$ cat config.mk
export PLATFORM = sky130hd
export DESIGN_NAME = duty_ramp
export DESIGN_NICKNAME = d
export VERILOG_FILES = /design/src/rtl/motor_pkg.sv /design/src/rtl/duty_ramp_tick.sv /design/src/rtl/duty_ramp.sv
export SDC_FILE = /design/constraint.sdc
export NUM_CORES = 1
export LEC_CHECK = 0
export ABC_AREA = 1
export BUFFER_PORTS_ARGS = -buffer_cell sky130_fd_sc_hd__buf_2
export CORE_UTILIZATION = 54
export CTS_CLUSTER_DIAMETER = 60
export DETAILED_ROUTE_END_ITERATION = 8
export PLACE_DENSITY_LB_ADDON = 0.05
export SYNTH_ARGS = -nofsm -noshare
export SYNTH_HDL_FRONTEND = slang
export SYNTH_SLANG_ARGS = --single-unit
$ cat constraint.sdc
create_clock -name clk -period 5.97 [get_ports clk]
set_clock_uncertainty 0.05 [all_clocks]
set_input_delay 0 -clock clk [delete_from_list [all_inputs] [get_ports clk]]
set_output_delay 0 -clock clk [all_outputs]
set_load 0.05 [all_outputs]
$ cat src/rtl/motor_pkg.sv
// Shared motor-control types: duty width/limit, duty type and ramp FSM states.
package motor_pkg;

    localparam int unsigned DUTY_W   = 7;
    localparam logic [6:0]  DUTY_MAX = 7'd100;

    typedef logic [DUTY_W-1:0] duty_t;

    typedef enum logic {
        IDLE = 1'b0,
        RAMP = 1'b1
    } ramp_state_e;

    // Saturate an 8-bit intermediate duty value to the 0..100 percent range.
    function automatic duty_t clamp_duty(input logic [7:0] v);
        return (v > {1'b0, DUTY_MAX}) ? DUTY_MAX : v[DUTY_W-1:0];
    endfunction

endpackage

$ cat src/rtl/duty_ramp_tick.sv
// Free-running step-interval counter: counts 0..TICKS-1 while enabled, pulses wrap on the last count.
module duty_ramp_tick #(
    parameter int unsigned TICKS = 100_000
) (
    input  logic clk,
    input  logic clr,
    input  logic sclr,
    input  logic en,
    output logic wrap
);

    localparam int unsigned CW   = (TICKS > 1) ? $clog2(TICKS) : 1;
    localparam logic [CW-1:0] LAST = CW'(TICKS - 1);

    logic [CW-1:0] count;

    assign wrap = en && !sclr && (count == LAST);

    always_ff @(posedge clk or posedge clr) begin
        if (clr) begin
            count <= '0;
        end else if (sclr) begin
            count <= '0;
        end else if (en) begin
            count <= wrap ? '0 : count + 1'b1;
        end
    end

endmodule

$ cat src/rtl/duty_ramp.sv
// Duty-cycle slew limiter feeding the PWM load pair (duty_cycle/en).
// Optional command-silence watchdog enabled by defining DUTY_RAMP_WATCHDOG_EN.
//
// state | meaning
// IDLE  | duty settled at target, commands accepted when estop is low
// RAMP  | stepping duty toward target once per tick wrap
module duty_ramp
    import motor_pkg::*;
#(
    parameter logic [16:0] RAMP_TICKS = 17'd100_000,
    parameter logic [6:0]  STEP       = 7'd5,
    parameter logic [31:0] WDT_CYCLES = 32'd50_000_000
) (
    input  logic       clk,
    input  logic       clr,
    input  logic [6:0] cmd_target,
    input  logic       cmd_valid,
    output logic       cmd_ready,
    input  logic       estop,
    output logic [6:0] duty_cycle,
    output logic       en,
    output logic       busy,
    output logic       wdt_trip
);

    if (RAMP_TICKS == 17'd0 || STEP == 7'd0 || STEP > DUTY_MAX || WDT_CYCLES == 32'd0) begin : g_bad_cfg
        $error("duty_ramp: parameter out of range");
    end

    ramp_state_e state;
    duty_t       target_q;
    duty_t       goal;
    duty_t       next_duty;
    duty_t       cmd_clamped;
    logic [7:0]  cur8;
    logic [7:0]  goal8;
    logic [7:0]  diff;
    logic [7:0]  delta;
    logic [7:0]  sum;
    logic        accept;
    logic        wdt_expire;
    logic        tick_wrap;

    assign cmd_ready   = (state == IDLE) && !estop && !clr;
    assign accept      = cmd_valid && cmd_ready;
    assign cmd_clamped = clamp_duty({1'b0, cmd_target});

    // A watchdog expiry retargets to zero in the same cycle it is seen.
    assign goal  = wdt_expire ? '0 : target_q;
    assign cur8  = {1'b0, duty_cycle};
    assign goal8 = {1'b0, goal};
    assign diff  = (goal8 > cur8) ? goal8 - cur8 : cur8 - goal8;
    assign delta = (diff > {1'b0, STEP}) ? {1'b0, STEP} : diff;
    assign sum   = (goal8 > cur8) ? cur8 + delta : cur8 - delta;
    assign next_duty = clamp_duty(sum);

    duty_ramp_tick #(
        .TICKS (32'(RAMP_TICKS))
    ) u_tick (
        .clk  (clk),
        .clr  (clr),
        .sclr (estop || (state != RAMP)),
        .en   (state == RAMP),
        .wrap (tick_wrap)
    );

`ifdef DUTY_RAMP_WATCHDOG_EN
    logic [31:0] wdt_cnt;
    logic        wdt_trip_q;

    assign wdt_expire = !wdt_trip_q && !accept && (wdt_cnt == WDT_CYCLES - 32'd1);
    assign wdt_trip   = wdt_trip_q;

    always_ff @(posedge clk or posedge clr) begin
        if (clr) begin
            wdt_cnt    <= '0;
            wdt_trip_q <= 1'b0;
        end else if (accept) begin
            wdt_cnt    <= '0;
            wdt_trip_q <= 1'b0;
        end else if (wdt_expire) begin
            wdt_trip_q <= 1'b1;
        end else if (!wdt_trip_q) begin
            wdt_cnt <= wdt_cnt + 32'd1;
        end
    end
`else
    assign wdt_expire = 1'b0;
    assign wdt_trip   = 1'b0;
`endif

    always_ff @(posedge clk or posedge clr) begin
        if (clr) begin
            state      <= IDLE;
            duty_cycle <= '0;
            target_q   <= '0;
            en         <= 1'b0;
            busy       <= 1'b0;
        end else begin
            en <= 1'b0;
            if (estop) begin
                en         <= (duty_cycle != '0);
                duty_cycle <= '0;
                target_q   <= '0;
                state      <= IDLE;
                busy       <= 1'b0;
            end else begin
                case (state)
                    IDLE: begin
                        if (accept) begin
                            target_q <= cmd_clamped;
                            if (cmd_clamped != duty_cycle) begin
                                state <= RAMP;
                                busy  <= 1'b1;
                            end
                        end else if (wdt_expire) begin
                            target_q <= '0;
                            if (duty_cycle != '0) begin
                                state <= RAMP;
                                busy  <= 1'b1;
                            end
                        end
                    end
                    RAMP: begin
                        if (wdt_expire) begin
                            target_q <= '0;
                        end
                        if (wdt_expire && duty_cycle == '0) begin
                            state <= IDLE;
                            busy  <= 1'b0;
                        end else if (tick_wrap) begin
                            duty_cycle <= next_duty;
                            en         <= (next_duty != duty_cycle);
                            if (next_duty == goal) begin
                                state <= IDLE;
                                busy  <= 1'b0;
                            end
                        end
                    end
                    default: state <= IDLE;
                endcase
            end
        end
    end

endmodule

---- Yosys cells after proc, flatten, opt, wreduce, memory -nomap -nowiden ----
Index checks and enable logic that the tools add are counted.
word-level totals
  register bits ........................... 34
  output and inout bits ................... 11
  logic and storage cells ................. 70
operators by class
  add/subtract/negate cells ............... 5
  bitwise operators ....................... 1
  reduce and logical (&&, ||, !) cells .... 16
  multiplexer cells ....................... 29
  eq/ne operators ......................... 9
  magnitude comparators ................... 4
operator list
  cell                                                                  count
  7-bit two-way mux                                                     8
  17-bit two-way mux                                                    3
  8-bit two-way mux                                                     3
  17-bit by 1-bit adder with 17-bit output, second input constant       1
  17-bit equality test, second input constant                           1
  7-bit by 7-bit subtractor with 8-bit output                           2
  7-bit != test                                                         2
  1-bit two-way mux                                                     13
  3-bit by 2-bit != test with 1-bit output, second input constant       3
  7-bit by 8-bit adder with 8-bit output                                1
  8-bit by 3-bit > comparator with 1-bit output, second input constant  1
  8-bit by 7-bit > comparator with 1-bit output, second input constant  1
  7-bit by 8-bit subtractor with 8-bit output                           1
  7-bit equality test                                                   1
  7-bit > comparator                                                    1
  7-bit > comparator, second input constant                             1
  7-bit nonzero test                                                    1
  2-bit nonzero test                                                    3
  1-bit logical AND                                                     5
  1-bit one-hot mux with 2 select lines                                 2
  2-bit AND reduction                                                   2
  4-bit AND reduction                                                   1
  1-bit zero test                                                       3
  3-bit != test, second input constant                                  1
  other kinds (3)                                                       3

---- Depth between registers and ports, before layout ----
Gate-level depths: netlist of the first run.
  depth after elaboration ................. 13
  gate-level depth with buffers ........... 41
  mapped depth without buffers ............ 41

---- By module ----
From an unflattened synthesis of the first run, not the netlist that was laid out.
unflattened totals
  cell total of the unflattened synthesis .. 536
  area, all modules ....................... 3513.4 sq um
by module, submodules not included
  module          area each (sq um)  instances  cells an instance  seq. area each (sq um)
  duty_ramp       2397.3             1          369                425.4
  duty_ramp_tick  1116.1             1          167                425.4

---- Worst setup path before layout of the first run ----
No wires, ideal clock.
  kind .................................... reg2reg
  from .................................... reg duty_cycle[1]
  to ...................................... reg busy
  path slack .............................. 0.763 ns
  stages on the path, launching flop included .. 35
  period minus slack after synthesis ...... 5.207 ns
  arrival ................................. 5.036 ns
  setup time .............................. 0.121 ns
  cell sequence ........................... dfrtp_1 inv_1 fa_1 nand3_2 nand3_2 nand2_1 nand2_2 nand2_4 inv_4 buf_6 nand3_2 nand2_1 nor2_2 nand2_1 inv_1 nand3_1 ha_1 nand2_1 o21ai_0 inv_1 fa_1 a21oi_1 o21ai_0 nand2_1 nand2_1 a21oi_1 xor2_1 nor2_1 nand2_1 buf_2 nand4_1 nand2_1 nand3_1 o21bai_1 nand2_1
between the ends
  cells in the longest elaborated chain, start to end .. 11
  elaborated cells between the ends (all ways) .. 16
ends and longest elaborated chain
  item                                                                                                          line                              RTL
  from (decl)                                                                                                   duty_ramp.sv:20                   output logic [6:0] duty_cycle,
  from (signal assigned)                                                                                        duty_ramp.sv:132                  duty_cycle <= next_duty;
  7-bit by 7-bit subtractor with 8-bit output / 7-bit > comparator (equally long branches)                      duty_ramp.sv:52, duty_ramp.sv:54
  8-bit two-way mux                                                                                             duty_ramp.sv:52                   assign diff = (goal8 > cur8) ? goal8 - cur8 : cur8 - goal8;
  8-bit by 3-bit > comparator with 1-bit output                                                                 duty_ramp.sv:53                   assign delta = (diff > {1'b0, STEP}) ? {1'b0, STEP} : diff;
  8-bit two-way mux                                                                                             duty_ramp.sv:53
  7-bit by 8-bit subtractor with 8-bit output / 7-bit by 8-bit adder with 8-bit output (equally long branches)  duty_ramp.sv:54                   assign sum = (goal8 > cur8) ? cur8 + delta : cur8 - delta;
  8-bit two-way mux                                                                                             duty_ramp.sv:54
  8-bit by 7-bit > comparator with 1-bit output                                                                 motor_pkg.sv:16                   return (v > {1'b0, DUTY_MAX}) ? DUTY_MAX : v[DUTY_W-1:0];
  7-bit two-way mux                                                                                             motor_pkg.sv:16
  7-bit equality test                                                                                           duty_ramp.sv:134                  if (next_duty == goal) begin
  3-bit by 2-bit != test with 1-bit output (no line)                                                            n/a
  4-bit AND reduction (no line) *                                                                               n/a
  to (signal assigned)                                                                                          duty_ramp.sv:120                  busy <= 1'b1;
  to (signal assigned)                                                                                          duty_ramp.sv:130                  busy <= 1'b0;
  to (signal assigned)                                                                                          duty_ramp.sv:136                  busy <= 1'b0;
  to (decl)                                                                                                     duty_ramp.sv:22                   output logic busy,
Mark *: on every way between the ends. The rest lies on a longest branch, timed or not.
A chain may end at the register's enable or synchronous reset.

---- Worst setup path in the final report of the first run ----
  from .................................... reg duty_cycle[0]
  to ...................................... reg busy
The elaborated chain is that of the path after synthesis.

==> results of run 1 <==
-- cell usage after synthesis, drive strengths merged (2+ instances only) --
cell type,instances
a211oi,2
a31oi,3
inv,69
xnor2,6
nand4,18
ha,23
nand2,123
dfrtp,34
nor3,14
buf,6
o21ai,12
fa,3
nand3,37
a221oi,3
a21oi,18
o22ai,10
nor2,40
nand3b,3
xor2,7
-- worst max-delay path by stage --
stage | start | cells past startpoint | end | slack, ns
floorplan | duty_cycle[1] | 34 | busy | 0.76
global placement | duty_cycle[0] | 33 | busy | 0.43
detailed placement | duty_cycle[0] | 33 | busy | 0.29
CTS | duty_cycle[0] | 33 | busy | 0.26
global route | duty_cycle[0] | 33 | busy | 0.08
finish | duty_cycle[0] | 33 | busy | 0.51
-- flip-flops by register name (all words and copies together), names as in the netlist --
| signal | count |
|---|---|
| state | 1 |
| busy | 1 |
| en | 1 |
| goal | 7 |
| duty_cycle | 7 |
| u_tick.count | 17 |
-- report_power, final --
| group | switching, W | internal [W] | total [W] |
|---|---|---|---|
| Combinational | 0.000265 | 0.000120 | 0.000385 |
| Clock | 0.0000891 | 0.0000926 | 0.000182 |
| Sequential | 0.00000355 | 0.000234 | 0.000237 |
| Total | 0.000357 | 0.000447 | 0.000804 |
-- cell families (layout without fill, tap and decap cells) --
| kind of cell | after synthesis | count (layout) | share of synthesized area (%) |
|---|---|---|---|
| AOI/OAI and AO/OA | 54 | 54 | 10.3 |
| xor gates and xnor gates | 13 | 13 | 3.68 |
| adders and majority gates | 26 | 26 | 11.2 |
| buffers and inverters | 77 | 112 | 10.6 |
| DFF | 34 | 34 | 27.5 |
| other | 1 | 1 | 0.121 |
| and+or+nand+nor | 238 | 238 | 36.5 |
-- area by class of cell --
| type | count | area share [%] |
|---|---|---|
| clock inverters | 2 | 0.362 |
| clock buffers | 6 | 2.39 |
| flip-flops and latches | 34 | 24.6 |
| multi-input cells | 332 | 55.9 |
| repair buffers | 34 | 6.44 |
| well taps | 72 | 2.61 |
| inverters | 70 | 7.71 |
-- critical path: cells and delay by family (launching register included) --
kind / cells / cell delay, ns
buffers and inverters: 4 / 0.44
flip-flops: 1 / 0.44
AND/OR/NAND/NOR: 19 / 2.12
adder cells (fa/ha/maj): 4 / 1.31
XOR/XNOR: 1 / 0.27
AO/OA/AOI/OAI: 5 / 0.70
-- metrics by stage --
step | std cells | hold WS [ns]
after floorplan | 443 | 0.0710
after global placement | 535 | -0.124
after detailed placement | 535 | -0.126
after CTS | 550 | 0.0159
after global routing | 550 | 0.0360
final | 550 | 0.0306
-- per-layer routing --
layer,GRT usage [%],vias up
met1,45.4,1419
met5,0,-
met4,9.25,0
met3,6.47,33
met2,43.8,155
li1,-,1513
-- timing repair --
action | 4_1_cts | 5_1_grt
hold endpoints to repair | 40 | 0
resized for setup | 0 | 3
setup endpoints to repair | 0 | 3
hold buffers | 7 | 0
==> run_results.csv, run 1 <==
group,metric,value,unit
logic_synthesis,avgSynthCellArea,6.99,µm²
cts,clockRootBuffer,"clkbuf_8",
global_routing,grt_max_degree,31,
routing,post_drt_wl_per_cell,15.3,µm
routing,ant_nets,0,
worst_setup_path,cpPeakStageDelay,0.44,ns
timing,final_max_slew_viol_count,0,
worst_setup_path,r2r-end,"busy",
min_path,holdPathEnd,"goal[4]",
routing,routed_wl,8440,µm
placed_design,dpl.hpwl,6500,µm
placed_design,dp_slack,0.287,ns
logic_synthesis,synth_edf_count,0,
floorplan,die_y,77.7,µm
floorplan,row_count,27,
worst_setup_path,crit_type,"flip-flop to flip-flop",
logic_synthesis,ys_types,43,
cts,cts.sinks,34,
timing,max_freq,183,MHz
routing,drc,0,
routing,wl_met3,764,µm
final_layout,drive_gt1_share,12.6,%
min_path,hp-class,"primary input to flip-flop",
worst_setup_path,r2r_start,"duty_cycle[0]",
worst_setup_path,worstPathArrival,5.59,ns
floorplan,initial_core_util,56.2,%
timing,min_period_over_period,91.4,%
timing,setup_viol,0,
cts,clock_latency,0.30,ns
logic_synthesis,synthesis.nets,480,
cts,clk_pin_slew,0.08,ns
timing,slew_headroom,60.7,%
logic_synthesis,synth_area_leaders,"dfrtp_1 (27%), nand2_1 (14%), ha_1 (9.3%), inv_1 (8.1%), nand3_1 (5.0%)",
global_routing,grt_use_total,30.5,%
worst_setup_path,required,6.10,ns
final_layout,layout_commonest_cell,"nand2_1",
timing,worst_pin_slew,0.587,ns
logic_synthesis,yosysTopAreaCell,"dfrtp_1",
worst_setup_path,worstSetupEndpointType,"flip-flop",
worst_setup_path,start_kind,"flip-flop",
floorplan,dieArea,6040,µm²
global_routing,antenna_found_initial,0,
final_layout,most-common-layout-cells,"nand2_1 (114), inv_1 (67), nor2_1 (37)",
power_and_ir_drop,power_density,233,nW/µm²
global_routing,grt_pass1_wl,14100,µm
power_and_ir_drop,p_total,0.000804,W
run_status,status,"finished, final reports clean",
worst_setup_path,reg2reg_depth,33,
timing,rsz0062_at_grt,"false",
worst_setup_path,critPathSlowestCell,"dfrtp_1",
placed_design,gp_congestion,0.975,
worst_setup_path,r2r_slack,0.51,ns
logic_synthesis,syn-cell-area,3100,µm²
final_layout,fillers,495,
cts,clockBufferDepth,2,
timing,min_period,5.46,ns
logic_synthesis,yosysTopAreaCellShare,27.5,%
logic_synthesis,yosysWarningCount,0,
placed_design,postPlaceCellArea,3280,µm²
final_layout,multi_input_area,1930,µm²
floorplan,io-pin-count,22,
final_layout,antennaDiodeCount,0,
global_routing,overflow,0,
cts,tritoncts,"done",
final_layout,nets,514,
timing,finalSetupTns,0,ns
timing,final-hold-violation-count,0,
routing,vias,3120,
cts,ctsHtreeMaxLevel,2,
logic_synthesis,synth.yosys.seq_area_share,27.5,%
worst_setup_path,crit_fanout,18,
min_path,hold_depth,3,
placed_design,io_buffers,20,
logic_synthesis,synthFlopType,"dfrtp_1",
run,drv_cap,0,
floorplan,die_w,77.7,µm
min_path,hp-start,"cmd_target[4]",
logic_synthesis,synth.ff_latch_count,34,
routing,wl_met1,3850,µm
power_and_ir_drop,p_leak,1.74,nW
final_layout,syn2layout_area_growth,11.7,%
logic_synthesis,synth_cells,443,
routing,wl_met2,3590,µm
cts,numCtsBuffers,5,
power_and_ir_drop,ir_drop,0.160,mV
routing,first_pass_iters,6,
routing,drtIter0Drc,299,
floorplan,coreArea,5510,µm²
routing,routed_via_density,5.67,
cts,postCtsSetupBuffers,0,
worst_setup_path,crit_top_cell,"nand2_1",
final_layout,final_area,3460,µm²
global_routing,grt_pass1_vias,2859,
final_layout,final_core_util,62.8,%
routing,top_layer,"met4",
logic_synthesis,synth-async-reset-ratio,100,%
final_layout,seqCellArea,851,µm²
timing,setup_ws,0.512,ns
Power figures use the tool's default switching activity.
==> inputs of run 2 (changes only) <==
- CAP_MARGIN: unset -> 10
- CELL_PAD_IN_SITES_DETAIL_PLACEMENT: unset -> 2
- CELL_PAD_IN_SITES_GLOBAL_PLACEMENT: unset -> 2
- CORE_UTILIZATION: 54 -> 35
==> run_results.csv, run 2 (synthesized netlist as in run 1, its figures left out) <==
group,metric,value,unit
timing,max_freq,180,MHz
worst_setup_path,worstPathArrival,5.67,ns
cts,ctsHtreeMaxLevel,2,
global_routing,grt_use_total,26.5,%
floorplan,io-pin-count,22,
routing,top_layer,"met4",
cts,cts.sinks,34,
run_status,status,"finished, final reports clean",
final_layout,largest_reg_flops,17,
routing,drc,0,
final_layout,layout_commonest_cell,"nand2_1",
worst_setup_path,worstSetupEndpointType,"flip-flop",
timing,final_max_slew_viol_count,0,
timing,min_period_over_period,92.9,%
worst_setup_path,crit_fanout,12,
worst_setup_path,setup.worst_path.end,"busy",
floorplan,row_count,33,
final_layout,most-common-layout-cells,"nand2_1 (114), inv_1 (66), nor2_1 (36)",
floorplan,die_w,96.0,µm
routing,first_pass_iters,4,
timing,setup_viol,0,
run,drv_cap,0,
worst_setup_path,reg2reg_depth,34,
routing,wl_met1,5290,µm
timing,final-hold-violation-count,0,
routing,drtIter0Drc,77,
floorplan,dieArea,9220,µm²
global_routing,grt_pass1_wl,18100,µm
worst_setup_path,required,6.10,ns
routing,routed_via_density,5.36,
floorplan,die_y,96.0,µm
timing,whs,0.0132,ns
timing,finalSetupTns,0,ns
final_layout,nets,515,
worst_setup_path,r2r_slack,0.43,ns
floorplan,initial_core_util,36.9,%
cts,postCtsSetupBuffers,0,
global_routing,overflow,0,
final_layout,drive_gt1_share,14.0,%
timing,min_period,5.54,ns
routing,vias,3131,
min_path,hp-class,"primary input to flip-flop",
global_routing,grt_pass1_vias,3410,
worst_setup_path,r2r-end,"busy",
worst_setup_path,crit_top_cell,"nand2_1",
placed_design,io_buffers,20,
timing,worst_pin_slew,0.575,ns
placed_design,gp_congestion,0.940,
routing,wl_met2,5430,µm
final_layout,antennaDiodeCount,0,
worst_setup_path,critPathSlowestCell,"dfrtp_1",
power_and_ir_drop,power_density,246,nW/µm²
routing,post_drt_wl_per_cell,19.2,µm
worst_setup_path,cpPeakStageDelay,0.47,ns
worst_setup_path,start_kind,"flip-flop",
placed_design,dpl.hpwl,9030,µm
cts,clockBufferDepth,2,
routing,ant_nets,0,
routing,wl_met3,407,µm
final_layout,regMostFlops,"u_tick.count",
global_routing,antenna_found_initial,0,
cts,tritoncts,"done",
timing,slew_headroom,61.5,%
worst_setup_path,crit_path_start,"duty_cycle[0]",
power_and_ir_drop,ir_drop,0.0946,mV
routing,routed_wl,11200,µm
cts,numCtsBuffers,5,
cts,clock_latency,0.29,ns
power_and_ir_drop,p_leak,1.75,nW
floorplan,coreArea,8380,µm²
cts,clockRootBuffer,"clkbuf_8",
final_layout,syn2layout_area_growth,14.8,%
worst_setup_path,crit_type,"flip-flop to flip-flop",
global_routing,grt_max_degree,35,
worst_setup_path,r2r_start,"duty_cycle[0]",
cts,clk_pin_slew,0.08,ns
-- run 2: metal layers --
layer	up-vias	global-route usage (%)
met5	-	0
met4	0	4.98
met3	9	2.84
met2	46	45.3
met1	1564	36.3
li1	1512	-
-- run 2: final cells by class --
| cell class | count | area, µm² |
|---|---|---|
| fill | 1032 | 4830 |
| multi-input combinational | 332 | 1960 |
| sequential | 34 | 852 |
| inverter | 70 | 267 |
| timing repair buffer | 35 | 233 |
| tap | 105 | 131 |
| clock buffer | 5 | 68.8 |
| clock inverter | 3 | 45.0 |
-- run 2: power by group --
part / internal, W / switching [W] / total [W]
logic: 0.000130 / 0.000285 / 0.000415
registers: 0.000234 / 0.00000414 / 0.000238
clock network: 0.000124 / 0.0000980 / 0.000222
-- run 2: what timing repair did --
action / CTS / global route
hold buffers: 8 / 0
hold endpoints to repair: 42 / 0
endpoints found under the setup margin: 0 / 3
gates resized for setup: 0 / 10
-- run 2: worst min-delay path by stage --
stage	from	endpoint	cells past startpoint
after floorplan	cmd_target[5]	goal[5]	2
after global placement	clr	busy	3
after detailed placement	clr	state	3
after CTS	cmd_target[0]	goal[0]	3
after global routing	cmd_target[0]	goal[0]	3
final	cmd_target[0]	goal[0]	3
-- run 2: worst max-delay path: cells and delay by family, from the launching register on --
family                   cells  cell delay, ns
AO/OA/AOI/OAI                5            0.69
AND/OR/NAND/NOR             19            1.96
XOR/XNOR                     1            0.24
flip-flops                   1            0.47
adder cells (fa/ha/maj)      4            1.36
buffers and inverters        5            0.66
-- run 2: metrics by stage --
step / cell area (µm²) / total power [W] / util, % / cells / setup WS, ns
2_1_floorplan: 3100 / 0.000541 / - / 443 / 0.763
3_3_place_gp: 3320 / 0.000620 / 39.6 / 568 / 0.480
3_5_place_dp: 3320 / 0.000635 / 39.6 / 568 / 0.265
4_1_cts: 3510 / 0.000864 / 41.9 / 584 / 0.223
5_1_grt: 3550 / 0.000935 / 42.4 / 584 / -0.0117
6_report: 3550 / 0.000875 / 42.4 / 584 / 0.427
==> inputs of run 3 (changes only) <==
- CORE_UTILIZATION: 35 -> 34
- SYNTH_HIERARCHICAL: unset -> 1
==> run_results.csv, run 3 <==
group,metric,value,unit
run_status,status,"finished, final reports clean",
cts,numCtsBuffers,5,
placed_design,gp_congestion,0.846,
min_path,holdPathEnd,"goal[2]",
power_and_ir_drop,clock_power_share,20.3,%
min_path,hold_depth,3,
logic_synthesis,synth_cells,536,
timing,worst_pin_slew,0.750,ns
logic_synthesis,synth.yosys.seq_area_share,24.2,%
floorplan,initial_core_util,35.5,%
power_and_ir_drop,p_leak,2.10,nW
worst_setup_path,r2r-end,"busy",
timing,final-hold-violation-count,0,
routing,routed_wl,12800,µm
routing,drc,0,
logic_synthesis,yosysTopAreaCell,"dfrtp_1",
placed_design,io_buffers,20,
power_and_ir_drop,ir_drop,0.0724,mV
final_layout,regMostFlops,"u_tick/count",
cts,clock_latency,0.29,ns
floorplan,die_w,104,µm
final_layout,syn2layout_area_growth,14.7,%
timing,final_max_slew_viol_count,0,
global_routing,antenna_found_initial,0,
worst_setup_path,critPathSlowestCell,"fa_1",
power_and_ir_drop,p_sw,0.000363,W
floorplan,dieArea,10700,µm²
final_layout,drive_gt1_share,16.0,%
logic_synthesis,synth-async-reset-ratio,100,%
routing,first_pass_iters,4,
min_path,hp-class,"primary input to flip-flop",
worst_setup_path,crit_top_cell,"nand2_1",
timing,setup_viol,0,
final_layout,most-common-layout-cells,"nand2_1 (180), inv_1 (76), nor2_1 (37)",
final_layout,largest_reg_flops,17,
routing,vias,3641,
worst_setup_path,reg2reg_depth,38,
worst_setup_path,required,6.10,ns
logic_synthesis,synth.most_common_cell,"nand2_1",
power_and_ir_drop,power_density,202,nW/µm²
floorplan,coreArea,9910,µm²
cts,clockBufferDepth,2,
timing,max_freq,180,MHz
logic_synthesis,synth_edf_count,0,
logic_synthesis,avgSynthCellArea,6.55,µm²
worst_setup_path,worstSetupEndpointType,"flip-flop",
final_layout,antennaDiodeCount,0,
run,drv_cap,0,
min_path,hp-start,"cmd_target[2]",
global_routing,grt_pass1_wl,21200,µm
worst_setup_path,r2r_slack,0.41,ns
power_and_ir_drop,p_int,0.000450,W
timing,slew_headroom,49.9,%
logic_synthesis,ys_types,40,
placed_design,dpl.cell_count,692,
timing,min_period_over_period,93.1,%
power_and_ir_drop,pwr-share-seq,29.4,%
power_and_ir_drop,swShare,44.6,%
floorplan,io-pin-count,22,
placed_design,dp_slack,-0.103,ns
routing,ant_nets,0,
global_routing,grt_max_degree,18,
floorplan,row_count,36,
global_routing,grt_use_total,24.7,%
logic_synthesis,yosysWarningCount,6,
final_layout,layout_commonest_cell,"nand2_1",
logic_synthesis,yosysTopAreaCellShare,24.2,%
placed_design,dpl.hpwl,10500,µm
worst_setup_path,crit_fanout,9,
worst_setup_path,worstPathArrival,5.69,ns
floorplan,die_y,104,µm
logic_synthesis,syn-cell-area,3510,µm²
timing,min_period,5.56,ns
timing,setup_ws,0.411,ns
worst_setup_path,crit_type,"flip-flop to flip-flop",
cts,tritoncts,"done",
power_and_ir_drop,p_total,0.000813,W
cts,clockRootBuffer,"clkbuf_8",
global_routing,overflow,0,
worst_setup_path,start_kind,"flip-flop",
logic_synthesis,synthesis.nets,573,
worst_setup_path,r2r_start,"duty_cycle[3]",
cts,cts.sinks,34,
routing,drtIter0Drc,73,
timing,rsz0062_at_grt,"false",
routing,routed_via_density,5.14,
cts,clk_pin_slew,0.07,ns
final_layout,layout.cells.non_filler,709,
worst_setup_path,cpPeakStageDelay,0.47,ns
global_routing,grt_pass1_vias,4106,
logic_synthesis,synthFlopType,"dfrtp_1",
logic_synthesis,synth_area_leaders,"dfrtp_1 (24%), nand2_1 (19%), ha_1 (8.2%), inv_1 (8.1%), nand3_1 (4.8%)",
cts,ctsHtreeMaxLevel,2,
logic_synthesis,synth.ff_latch_count,34,
final_layout,nets,613,
routing,post_drt_wl_per_cell,18.1,µm
logic_synthesis,synthTopCellsByCount,"nand2_1 (180), inv_1 (76), nor2_1 (38)",
power_and_ir_drop,pwr-share-comb,50.3,%
==> run 3: changes by cell type after synthesis, moves of 9 or more <==
cell / change
nand2_1: +65
nand2_2: +13
nor3_1: -13
o21ai_1: +13
xor2_1: +10
inv_1: +9
==> run 3: timing repair <==
action,4_1_cts,5_1_grt
endpoints found under the hold margin,38,0
gates resized for setup,2,12
buffers inserted,0,4
endpoints found under the setup margin,3,3
pin swaps,0,4
hold buffers,5,0
cloned,0,1
==> run 3: how the worst max path moves through the flow <==
stage	start	to	slack (ns)	depth (start not counted)
after detailed placement	duty_cycle[3]	en	-0.10	36
after CTS	duty_cycle[3]	en	0.07	36
after global routing	goal[0]	busy	0.01	39
after floorplan	duty_cycle[1]	busy	0.68	37
after global placement	duty_cycle[3]	en	0.07	34
final	duty_cycle[3]	busy	0.41	38
==> run 3: logic make-up after synthesis <==
kind of cell             after synthesis  share of synthesized area [%]
AND/OR/NAND/NOR                      307                           40.6
buffers and inverters                 84                           9.54
AO/OA/AOI/OAI                         65                           10.9
flip-flops                            34                           24.2
adder cells (fa/ha/maj)               26                           9.90
XOR/XNOR                              19                           4.74
other                                  1                          0.107
==> run 3: metal layers <==
metal  part of all wire, %  GRT usage (%)
met3                   1.7           2.20
met2                    53           47.3
met4                   1.7           6.33
met1                    44           29.4
met5                     0              0
==> run 3: power groups by stage <==
stage	sequential [W]	combinational (W)	clock, W
global route	0.000239	0.000451	0.000181
finish	0.000239	0.000409	0.000165
floorplan	0.000243	0.000285	0
detailed placement	0.000243	0.000373	0
global placement	0.000242	0.000363	0
CTS	0.000238	0.000379	0.000171
==> run 3: per-stage QoR <==
stage          hold WS [ns]  utilization, %  setup TNS (ns)  instance area, µm²
2_1_floorplan        -0.124               -               0                3510
3_3_place_gp          0.105            38.4               0                3810
3_5_place_dp          0.121            38.4          -0.192                3810
4_1_cts             0.00370            39.7               0                3940
5_1_grt              0.0214            40.7               0                4030
6_report             0.0212            40.7               0                4030
==> run 3: worst max-delay path: cells and delay by family, from the launching register on <==
family | cells | cell delay, ns
AO/OA/AOI/OAI | 5 | 0.92
XOR/XNOR | 1 | 0.17
adder cells (fa/ha/maj) | 3 | 1.09
buffers and inverters | 5 | 0.53
flip-flops | 1 | 0.46
AND/OR/NAND/NOR | 24 | 2.22
==> run 3: layout make-up <==
class	count	area, µm²
Inverter	79	302
Sequential cell	34	852
Fill cell	1234	5880
Timing Repair Buffer	37	240
Multi-Input combinational cell	419	2390
Tap cell	133	166
Clock buffer	7	76.3
